===== src/rtl/wb_pkg.sv =====
// Shared widths and the pending-write entry type for the writeback buffer.
package wb_pkg;
   localparam int unsigned DATA_W = 16;
   localparam int unsigned ADDR_W = 4;

   typedef struct packed {
      logic              valid;
      logic [ADDR_W-1:0] addr;
      logic [DATA_W-1:0] data;
   } wb_entry_t;
endpackage


===== src/rtl/wb_fifo.sv =====
// Pending-write storage: two pushes and one pop per cycle, all entries exposed for snooping.
module wb_fifo
   import wb_pkg::*;
#(
   parameter int unsigned DEPTH = 4
) (
   input  logic                         clk,
   input  logic                         clr,
   input  wb_entry_t                    i_push0,
   input  wb_entry_t                    i_push1,
   input  logic                         i_pop,
   output wb_entry_t                    o_head,
   output logic [$clog2(DEPTH)-1:0]     o_rd_ptr,
   output logic [$clog2(DEPTH+1)-1:0]   o_count,
   output logic [$clog2(DEPTH+1)-1:0]   o_count_nxt,
   output wb_entry_t                    o_entries [DEPTH]
);
   localparam int unsigned PTR_W = $clog2(DEPTH);
   localparam int unsigned CNT_W = $clog2(DEPTH+1);

   wb_entry_t        r_mem [DEPTH];
   logic [PTR_W-1:0] r_rd_ptr;
   logic [PTR_W-1:0] r_wr_ptr;
   logic [CNT_W-1:0] r_count;

   logic [1:0]       w_n_push;
   logic [PTR_W-1:0] w_wr_ptr1;
   logic [CNT_W-1:0] w_count_nxt;

   assign w_n_push    = {1'b0, i_push0.valid} + {1'b0, i_push1.valid};
   assign w_wr_ptr1   = i_push0.valid ? r_wr_ptr + PTR_W'(1) : r_wr_ptr;
   assign w_count_nxt = r_count + CNT_W'(w_n_push) - CNT_W'(i_pop);

   // Pop clears first so a same-edge push into the freed slot (full case) wins.
   always_ff @(posedge clk or posedge clr) begin
      if (clr) begin
         for (int unsigned i = 0; i < DEPTH; i++) r_mem[i] <= '0;
         r_rd_ptr <= '0;
         r_wr_ptr <= '0;
         r_count  <= '0;
      end else begin
         if (i_pop) begin
            r_mem[r_rd_ptr].valid <= 1'b0;
            r_rd_ptr              <= r_rd_ptr + PTR_W'(1);
         end
         if (i_push0.valid) r_mem[r_wr_ptr]  <= i_push0;
         if (i_push1.valid) r_mem[w_wr_ptr1] <= i_push1;
         r_wr_ptr <= r_wr_ptr + PTR_W'(w_n_push);
         r_count  <= w_count_nxt;
      end
   end

   assign o_head      = r_mem[r_rd_ptr];
   assign o_rd_ptr    = r_rd_ptr;
   assign o_count     = r_count;
   assign o_count_nxt = w_count_nxt;
   assign o_entries   = r_mem;
endmodule


===== src/rtl/wb_write_buffer.sv =====
// Merges ALU and load writebacks into one register-file write port, with snoop forwarding.
module wb_write_buffer
   import wb_pkg::*;
#(
   parameter int unsigned DEPTH = 4
) (
   input  logic              clk,
   input  logic              clr,
   input  logic              alu_valid,
   input  logic [ADDR_W-1:0] alu_addr,
   input  logic [DATA_W-1:0] alu_data,
   input  logic              mem_valid,
   input  logic [ADDR_W-1:0] mem_addr,
   input  logic [DATA_W-1:0] mem_data,
   output logic              stall,
   output logic [ADDR_W-1:0] Caddr,
   output logic [DATA_W-1:0] C,
   output logic              load,
   input  logic [ADDR_W-1:0] Aaddr,
   input  logic [ADDR_W-1:0] Baddr,
   output logic              A_hit,
   output logic              B_hit,
   output logic [DATA_W-1:0] A_fwd,
   output logic [DATA_W-1:0] B_fwd
);
   localparam int unsigned PTR_W = $clog2(DEPTH);
   localparam int unsigned CNT_W = $clog2(DEPTH+1);

   logic              r_stall;
   logic              r_load;
   logic [ADDR_W-1:0] r_caddr;
   logic [DATA_W-1:0] r_c;

   wb_entry_t         w_push0;
   wb_entry_t         w_push1;
   wb_entry_t         w_head;
   wb_entry_t         w_entries [DEPTH];
   logic [PTR_W-1:0]  w_rd_ptr;
   logic [CNT_W-1:0]  w_count;
   logic [CNT_W-1:0]  w_count_nxt;
   logic              w_pop;
   logic [PTR_W-1:0]  w_idx;

   // r0 writes are discarded at acceptance; ALU is the older entry on dual issue.
   assign w_push0 = '{valid: alu_valid && !r_stall && (alu_addr != '0), addr: alu_addr, data: alu_data};
   assign w_push1 = '{valid: mem_valid && !r_stall && (mem_addr != '0), addr: mem_addr, data: mem_data};
   assign w_pop   = (w_count != '0);

   wb_fifo #(.DEPTH(DEPTH)) u_fifo (
      .clk         (clk),
      .clr         (clr),
      .i_push0     (w_push0),
      .i_push1     (w_push1),
      .i_pop       (w_pop),
      .o_head      (w_head),
      .o_rd_ptr    (w_rd_ptr),
      .o_count     (w_count),
      .o_count_nxt (w_count_nxt),
      .o_entries   (w_entries)
   );

   // Output register; stall guarantees room for a full dual issue on the next edge.
   always_ff @(posedge clk or posedge clr) begin
      if (clr) begin
         r_stall <= 1'b0;
         r_load  <= 1'b0;
         r_caddr <= '0;
         r_c     <= '0;
      end else begin
         r_stall <= (32'(w_count_nxt) + 32'd2) > DEPTH;
         r_load  <= w_pop;
         if (w_pop) begin
            r_caddr <= w_head.addr;
            r_c     <= w_head.data;
         end
      end
   end

   assign stall = r_stall;
   assign load  = r_load;
   assign Caddr = r_caddr;
   assign C     = r_c;

   // Scan oldest to youngest so the youngest match overrides; output register is oldest of all.
   always_comb begin
      A_hit = 1'b0;
      A_fwd = '0;
      B_hit = 1'b0;
      B_fwd = '0;
      w_idx = '0;
      if (r_load && (Aaddr != '0) && (r_caddr == Aaddr)) begin
         A_hit = 1'b1;
         A_fwd = r_c;
      end
      if (r_load && (Baddr != '0) && (r_caddr == Baddr)) begin
         B_hit = 1'b1;
         B_fwd = r_c;
      end
      for (int unsigned i = 0; i < DEPTH; i++) begin
         w_idx = w_rd_ptr + PTR_W'(i);
         if (w_entries[w_idx].valid && (Aaddr != '0) && (w_entries[w_idx].addr == Aaddr)) begin
            A_hit = 1'b1;
            A_fwd = w_entries[w_idx].data;
         end
         if (w_entries[w_idx].valid && (Baddr != '0) && (w_entries[w_idx].addr == Baddr)) begin
            B_hit = 1'b1;
            B_fwd = w_entries[w_idx].data;
         end
      end
   end
endmodule

===== config.mk =====
export PLATFORM = sky130hd
export DESIGN_NAME = wb_write_buffer
export DESIGN_NICKNAME = d
export VERILOG_FILES = /design/src/rtl/wb_pkg.sv /design/src/rtl/wb_fifo.sv /design/src/rtl/wb_write_buffer.sv
export SDC_FILE = /design/constraint.sdc
export NUM_CORES = 1
export LEC_CHECK = 0
export ABC_AREA = 1
export BUFFER_PORTS_ARGS = -buffer_cell sky130_fd_sc_hd__buf_4
export CORE_MARGIN = 5
export CORE_UTILIZATION = 55
export DETAILED_ROUTE_END_ITERATION = 8
export GPL_TIMING_DRIVEN = 1
export PLACE_DENSITY = 0.74
export SYNTH_ARGS = -nofsm -noshare
export SYNTH_HDL_FRONTEND = slang
export SYNTH_HIERARCHICAL = 1
export SYNTH_SLANG_ARGS = --single-unit

===== constraint.sdc =====
create_clock -name clk -period 3.2 [get_ports clk]
set_input_delay 0.8 -clock clk [delete_from_list [all_inputs] [get_ports clk]]
set_output_delay 0.8 -clock clk [all_outputs]
set_load 0.05 [all_outputs]

## Word-level counts from Yosys, hierarchy flattened

Cells that the tools add are included.

| cells by class | value |
|---|---|
| add/subtract/negate cells | 9 |
| order comparisons | 10 |
| equality and inequality tests | 10 |
| mux-type cells | 45 |
| bitwise gates (word level) | 6 |
| reductions and logical operators | 33 |

Operators by type and width:

| kind | count |
|---|---|
| bitwise mux 84 bit | 3 |
| 2-to-1 mux 84 bit | 3 |
| 2-to-1 mux 21 bit | 11 |
| binary-select mux 21 bit (select 2 bit) | 4 |
| 2-to-1 mux 16 bit | 10 |
| demux 21 bit (select 2 bit) | 3 |
| equality test 4 bit | 10 |
| logical AND 1 bit | 27 |
| greater-or-equal comparator 3 bit, second input constant | 6 |
| inverter 2 -> 3 bit | 6 |
| nonzero test 4 bit | 4 |
| 2-to-1 mux 1 bit | 10 |
| less-than comparator 3 x 1 -> 1 bit, second input constant | 3 |
| adder 2 x 1 -> 2 bit, second input constant | 2 |
| adder 2 bit, second input constant | 2 |
| adder 3 x 2 -> 4 bit, second input constant | 1 |
| greater-than comparator 4 x 3 -> 1 bit, second input constant | 1 |
| adder 3 x 2 -> 3 bit | 1 |
| nonzero test 3 bit | 1 |
| subtractor 3 x 1 -> 3 bit | 1 |
| adder 1 x 1 -> 2 bit | 1 |
| adder 2 bit | 1 |
| 2-to-1 mux 2 bit | 1 |
| zero test 1 bit | 1 |

| storage, ports and cells | value |
|---|---|
| register bits after elaboration | 113 |
| input port bits | 52 |
| output and inout bits | 56 |
| word-level logic and storage cells | 132 |

## Logic depth before layout (Yosys ltp)

Gate-level depths: netlist (run 1).

| logic depth | value |
|---|---|
| depth after elaboration | 11 |
| mapped depth | 16 |
| gate-level depth less buffers | 14 |

## Hierarchy

Netlist (run 1), hierarchy kept.

By module, submodules not included:

| module | times used | cells each | area an instance (um^2) | sequential area each (um^2) |
|---|---|---|---|---|
| wb_write_buffer | 1 | 1038 | 5470.2 | 550.5 |
| wb_fifo | 1 | 746 | 5451.5 | 2277.2 |

## Least setup slack after synthesis (run 1)

No wires, ideal clock.

| timing | value |
|---|---|
| path type | input-to-output |
| start | input Aaddr[3] |
| end | output A_fwd[11] |
| arrival | 2.290 ns |
| data required time | 2.400 ns |
| setup slack | 0.110 ns |
| cell stages on the path | 13 |
| path buffers | 1 |
| path through | inv_1 -> nand4_1 -> inv_2 -> nor2_1 -> nand2_1 -> nor2_4 -> nand3_2 -> buf_2 -> o21ai_1 -> nand3_1 -> nand2_1 -> nand2_1 -> nand2_1 |

| between the ends | value |
|---|---|
| word-level cells in the longest chain between the ends | 8 |
| elaborated cells between the ends (all ways) | 21 |
| those cells by class | eq/ne (5); mux (5); reduce/logical (11) |

Ends and longest elaborated chain:

| what | line | RTL |
|---|---|---|
| from (decl) | wb_write_buffer.sv:19 | `input logic [ADDR_W-1:0] Aaddr,` |
| nonzero test 4 bit | wb_write_buffer.sv:91, wb_write_buffer.sv:101 |  |
| logical AND 1 bit (2 in series) | wb_write_buffer.sv:91 | `if (r_load && (Aaddr != '0) && (r_caddr == Aaddr)) begin` |
| 2-to-1 mux 16 bit | wb_write_buffer.sv:91 |  |
| 2-to-1 mux 16 bit (3 in series) | wb_write_buffer.sv:101 | `if (w_entries[w_idx].valid && (Aaddr != '0) && (w_entries[w_idx].addr == Aaddr)) begin` |
| 2-to-1 mux 16 bit * | wb_write_buffer.sv:101 |  |
| to (decl) | wb_write_buffer.sv:23 | `output logic [DATA_W-1:0] A_fwd,` |

Every way passes the cells marked *; elsewhere a longest branch is shown, timed or not.

## Worst setup path in the final report (run 1)

| timing | value |
|---|---|
| start | register u_fifo.r_rd_ptr[0] (netlist: u_fifo/o_rd_ptr[0]) |
| end | output A_fwd[13] |

| between the ends | value |
|---|---|
| word-level cells in the longest chain between the ends | 10 |
| elaborated cells between the ends (all ways) | 35 |
| those cells by class | add/sub (3); eq/ne (4); mux (16); bitwise (4); reduce/logical (8) |

Ends and longest elaborated chain:

| what | line | RTL |
|---|---|---|
| from (decl) | wb_fifo.sv:22 | `logic [PTR_W-1:0] r_rd_ptr;` |
| from (signal assigned) | wb_fifo.sv:44 | `r_rd_ptr <= r_rd_ptr + PTR_W'(1);` |
| adder 2 x 1 -> 2 bit or inverter 2 -> 3 bit (tied branches) | wb_write_buffer.sv:100, wb_write_buffer.sv:101, wb_write_buffer.sv:103 |  |
| inverter 2 -> 3 bit (implied by the code) or binary-select mux 21 bit (select 2 bit) (tied branches) | wb_write_buffer.sv:101, wb_write_buffer.sv:103 |  |
| binary-select mux 21 bit (select 2 bit) or 2-to-1 mux 21 bit (tied branches) | wb_write_buffer.sv:101, wb_write_buffer.sv:103 |  |
| 2-to-1 mux 21 bit, on equally long branches | wb_write_buffer.sv:103, wb_write_buffer.sv:101 |  |
| 2-to-1 mux 21 bit (implied by the code) (tied with other cells) | wb_write_buffer.sv:103 | `A_fwd = w_entries[w_idx].data;` |
| equality test 4 bit or logical AND 1 bit (tied branches) | wb_write_buffer.sv:101 |  |
| logical AND 1 bit or 2-to-1 mux 16 bit (tied branches) | wb_write_buffer.sv:101 |  |
| 2-to-1 mux 16 bit (2 in series) | wb_write_buffer.sv:101 |  |
| 2-to-1 mux 16 bit * | wb_write_buffer.sv:101 |  |

Every way passes the cells marked *; elsewhere a longest branch is shown, timed or not. The select of a mux whose other input is x is not followed.

==> results of run 1 <==
-- final cells by class --
cell class	instances	area (um^2)	share of cell area (%)
Multi-Input combinational cell	1440	7340	54.0
Sequential cell	113	2830	20.8
Timing Repair Buffer	211	2140	15.7
Clock buffer	17	425	3.12
Inverter	100	394	2.90
Tap cell	265	332	2.44
Clock inverter	15	149	1.09
-- through the flow --
step	setup TNS [ns]	util, %	setup WS (ns)
after floorplan	0	-	0.0364
after global placement	-0.0863	62.4	-0.0863
after detailed placement	-0.124	62.4	-0.124
after CTS	-7.51	67.3	-0.264
after global routing	-14.17	69.9	-0.495
final	-10.12	69.9	-0.361
-- layout by cell type, fill, tap and decap left out, types with 10 or more instances in the layout --
| master | n |
|---|---|
| o21ai_1 | 16 |
| nand3_1 | 86 |
| nor2_2 | 10 |
| o21ai_2 | 13 |
| ha_1 | 14 |
| nand2_1 | 619 |
| o22ai_1 | 21 |
| mux2i_1 | 42 |
| nand2_2 | 31 |
| nor2_1 | 173 |
| dfrtp_1 | 112 |
| buf_4 | 146 |
| buf_12 | 17 |
| nand3_2 | 23 |
| inv_1 | 88 |
| o21ai_0 | 208 |
| nand4_1 | 120 |
| buf_6 | 36 |
| clkbuf_16 | 23 |
-- how the worst max path moves through the flow --
stage                            start                 to  slack, ns  cells after the start
global placement           mem_addr[1]              stall      -0.09                     13
global route        u_fifo/o_rd_ptr[0]          A_fwd[12]      -0.50                     14
floorplan                          clr  u_fifo/o_count[0]       0.04                      1
finish              u_fifo/o_rd_ptr[0]          A_fwd[13]      -0.36                     14
CTS                 u_fifo/o_rd_ptr[0]           A_fwd[3]      -0.26                     12
detailed placement         mem_addr[1]              stall      -0.12                     13
-- routing by layer --
| layer | routed length [um] | part of all wire [%] |
|---|---|---|
| met5 | 0 | 0 |
| met4 | 748 | 1.9 |
| met3 | 4910 | 13 |
| met2 | 16500 | 42 |
| met1 | 17100 | 44 |
-- what timing repair did --
action,CTS,global route
endpoints found under the setup margin,34,34
resized for setup,58,92
pin swaps,5,13
cloned,5,6
buffers inserted,6,8
-- registers in the layout (all words and copies together), names as in the netlist --
signal            count
C                    16
Caddr                 4
load                  1
stall                 1
u_fifo/o_count        3
u_fifo/o_entries     84
u_fifo/o_rd_ptr       2
u_fifo/r_wr_ptr       2
-- critical path, cell delays in order, from the launching register on --
cell,delay (ns)
dfrtp_4,0.56
buf_6,0.18
clkbuf_16,0.15
nand2_2,0.07
nand3_2,0.11
nand2_4,0.14
xor2_4,0.22
nand3_4,0.16
clkbuf_16,0.20
o21ai_1,0.08
nand3_1,0.08
nand2_1,0.07
nand2_1,0.04
nand2_1,0.10
buf_6,0.17
==> impl_metrics.ini, run 1 <==
[clock_tree]
cts-hold-fix-buffers = 0
cts_tree = yes
cts_buffer_depth = 2
path_clk_slew_ns = 0.06
clk_latency_ns = 0.42
cts-root-buf = clkbuf_16
htree_num_levels = 4
cts_sinks = 113
cts_buffers = 17

[floorplan]
die_w_um = 151
start_util_pct = 56.0
die-area_um2 = 22700
core_um2 = 19500
fp-row-count = 51
die_y_um = 151
ioPinCount = 108

[worst_setup_path]
startpoint_type = flip-flop
r2r_end = stall
critPathArrivalTime_ns = 2.76
reg2reg_depth = 11
r2r_slack_ns = 0.60
crit_type = reg2out
rr_startpoint = stall
crit_required_ns = 2.40
endpoint_kind = output port
cp_max_fo = 8

[sta]
post-route-min-period_ns = 3.56
rsz0062_at_grt = true
holdWs_ns = 0.373
worstMarginPinSlew_ns = 0.876
slew_headroom_pct = 41.6
finalMaxSlewViolations = 0
hold_viol_final = 0
skew_ns = 0.00895
finalCritPeriodShare_pct = 111
timing.final.ws_setup_ns = -0.361
fmax_mhz = 281
setup_viol = 34

[run_status]
violations = setup timing
status = finished with violations

[synthesis]
yosys_warnings = 6
syn_nets = 1846
netlist_area_um2 = 10900
syn_area_per_cell_um2 = 6.13
syn_inst = 1779

[place]
gp_congestion = 0.953
dp_hpwl_um = 26000
port_buffers = 107
post_dp_cell_area_um2 = 12100
place_inst = 2105

[drt]
route.detailed.drc = 0
wl_per_cell_um = 18.1
drt_iter0_drc = 1398
vias_per_cell = 5.91
vias = 12771
totalWireLength_um = 39200
drt_first_pass_iters = 5
ant_nets = 0

[global_routing]
gr-usage-met2_pct = 46.5
antenna_found_initial = 0
use_met1_pct = 50.9
grt_max_degree = 85
top_usage_layer = met1
grt_pass1_wl_um = 59100
grt.overflow.total = 0
grt_usage_pct = 32.6
met3_usage_pct = 6.80
grt_pass1_vias = 10917

[final_layout]
fin_cells = 2161
antennaDiodeCount = 0
final_area_um2 = 13600
drive_above_1_share_pct = 19.7
nFillCells = 1701
syn_to_final_growth_pct = 24.9
nets = 1950

[run]
maxCapViolations = 0

[worst_hold_path]
hold_class = in2async
Power of run 1 is not shown: default switching activity piles up to over one toggle a cycle in this logic, so the estimate is an artifact.
==> run 2: changes to the inputs <==
--- a/config.mk
+++ b/config.mk
@@ -11,6 +11,7 @@
 export CORE_UTILIZATION = 55
 export DETAILED_ROUTE_END_ITERATION = 8
 export GPL_TIMING_DRIVEN = 1
+export MAX_ROUTING_LAYER = met4
 export PLACE_DENSITY = 0.74
 export SYNTH_ARGS = -nofsm -noshare
 export SYNTH_HDL_FRONTEND = slang
==> run 2 against run 1 <==
Against the previous run:
- the run still ends with setup timing left
- clock skew down 0.0015 ns
- via count fell by 1.4%
- first-iteration DRC count decreased by 3.2%
- critical path type unchanged
- critical path depth up 2
- largest cell class unchanged
- die area is the same
- utilization decreased by 1.1 points
- routed wire length fell by 2.8%
==> impl_metrics.ini, run 2 (synthesized netlist as in run 1, its figures left out) <==
[run_status]
status = finished with violations
violations = setup timing

[floorplan]
start_util_pct = 56.0
die_y_um = 151
die-area_um2 = 22700
fp-row-count = 51
ioPinCount = 108
core_um2 = 19500
die_w_um = 151

[drt]
drt_first_pass_iters = 6
route.detailed.drc = 0
vias_per_cell = 5.83
drt_iter0_drc = 1353
wl_per_cell_um = 17.6
totalWireLength_um = 38100
ant_nets = 0
vias = 12593

[global_routing]
grt.overflow.total = 0
met3_usage_pct = 6.11
grt_pass1_wl_um = 59000
gr-usage-met2_pct = 46.2
use_met1_pct = 51.3
top_usage_layer = met1
grt_max_degree = 85
grt_pass1_vias = 10825
grt_usage_pct = 33.7
antenna_found_initial = 0

[clock_tree]
cts-root-buf = clkbuf_16
cts_sinks = 113
cts_tree = yes
path_clk_slew_ns = 0.06
clk_latency_ns = 0.42
htree_num_levels = 4
cts_buffer_depth = 2
cts_buffers = 17

[run]
maxCapViolations = 0

[sta]
post-route-min-period_ns = 3.50
finalCritPeriodShare_pct = 109
slew_headroom_pct = 39.8
rsz0062_at_grt = true
setup_viol = 34
worstMarginPinSlew_ns = 0.903
finalMaxSlewViolations = 0
skew_ns = 0.00745
hold_viol_final = 0
fmax_mhz = 286
timing.final.ws_setup_ns = -0.297
holdWs_ns = 0.456

[place]
gp_congestion = 0.991
dp_hpwl_um = 26000
port_buffers = 107

[final_layout]
antennaDiodeCount = 0
syn_to_final_growth_pct = 23.0
final_util_pct = 68.9
nFillCells = 1721
final_common_cell = nand2_1
final_cell_mix = 627 x nand2_1, 217 x o21ai_0, 171 x nor2_1
largest_reg_flops = 84
drive_above_1_share_pct = 18.4
nets = 1949

[worst_hold_path]
hold_class = in2async

[worst_setup_path]
crit_required_ns = 2.40
critPathArrivalTime_ns = 2.70
startpoint_type = flip-flop
reg2reg_depth = 11
endpoint_kind = output port
cp_max_fo = 20
crit_type = reg2out
## run 2: cell count changes in the layout (fill, tap and decap cells not counted), moves of 3 or more
cell,previous run,this run
clkbuf_16,23,18
inv_8,3,0
nand2_1,619,627
nand2_2,31,26
nand3_1,86,98
nand3_2,23,15
nand3_4,5,1
o21ai_0,208,217
o21ai_1,16,12
o21ai_2,13,8
## run 2: worst max-delay path, stage by stage (launching register included)
cell,delay (ns)
dfrtp_4,0.50
buf_12,0.19
nand2_2,0.11
nand2_2,0.15
nand3_2,0.10
nand3_1,0.08
nand2_1,0.07
nor2_1,0.12
nand3_2,0.14
buf_12,0.17
clkbuf_16,0.17
nor2_1,0.09
nor2_1,0.05
nand2_1,0.05
nand2_1,0.04
nand2_1,0.07
buf_6,0.16
## run 2: final cells by class
| class | instances | area [um^2] | area share [%] |
|---|---|---|---|
| clock buffers | 19 | 453 | 3.38 |
| clock inverters | 13 | 148 | 1.10 |
| well taps | 265 | 332 | 2.47 |
| flip-flops and latches | 113 | 2830 | 21.1 |
| repair buffers | 209 | 2060 | 15.4 |
| multi-input cells | 1441 | 7190 | 53.6 |
| inverters | 100 | 392 | 2.92 |
## run 2: routing by layer
layer / up-vias / routed length (um)
met5: - / 0
met4: 0 / 713
met3: 54 / 4370
met2: 686 / 15900
met1: 5765 / 17100
li1: 6088 / -
## run 2: worst paths after layout
| kind | from | end | slack, ns |
|---|---|---|---|
| setup / recovery | u_fifo/o_rd_ptr[0] | B_fwd[11] | -0.30 |
| max in group asynchronous | clr | u_fifo/o_entries[2] | 2.02 |
| min in group clk | u_fifo/o_count[0] | u_fifo/o_count[0] | 0.54 |
| hold / removal | clr | stall | 0.46 |
| hold reg to reg | u_fifo/o_count[0] | u_fifo/o_count[0] | 0.54 |
| setup reg to reg | stall | stall | 0.59 |
## run 2: through the flow
| stage | std cells | worst slack (ns) | setup TNS (ns) | instance area, um^2 |
|---|---|---|---|---|
| floorplan | 1779 | 0.0364 | 0 | 10900 |
| global placement | 2109 | -0.0694 | -0.0707 | 12100 |
| detailed placement | 2109 | -0.120 | -0.393 | 12100 |
| CTS | 2155 | -0.257 | -7.55 | 13200 |
| global route | 2160 | -0.444 | -13.30 | 13400 |
| finish | 2160 | -0.297 | -8.56 | 13400 |
## run 2: timing repair
item,CTS,global route
hold buffers,0,0
setup buffers,7,4
pin swaps,5,11
resized for setup,69,36
gates cloned,7,1
hold endpoints to repair,0,0
endpoints found under the setup margin,34,34
Power of run 2 is left out for the same reason.
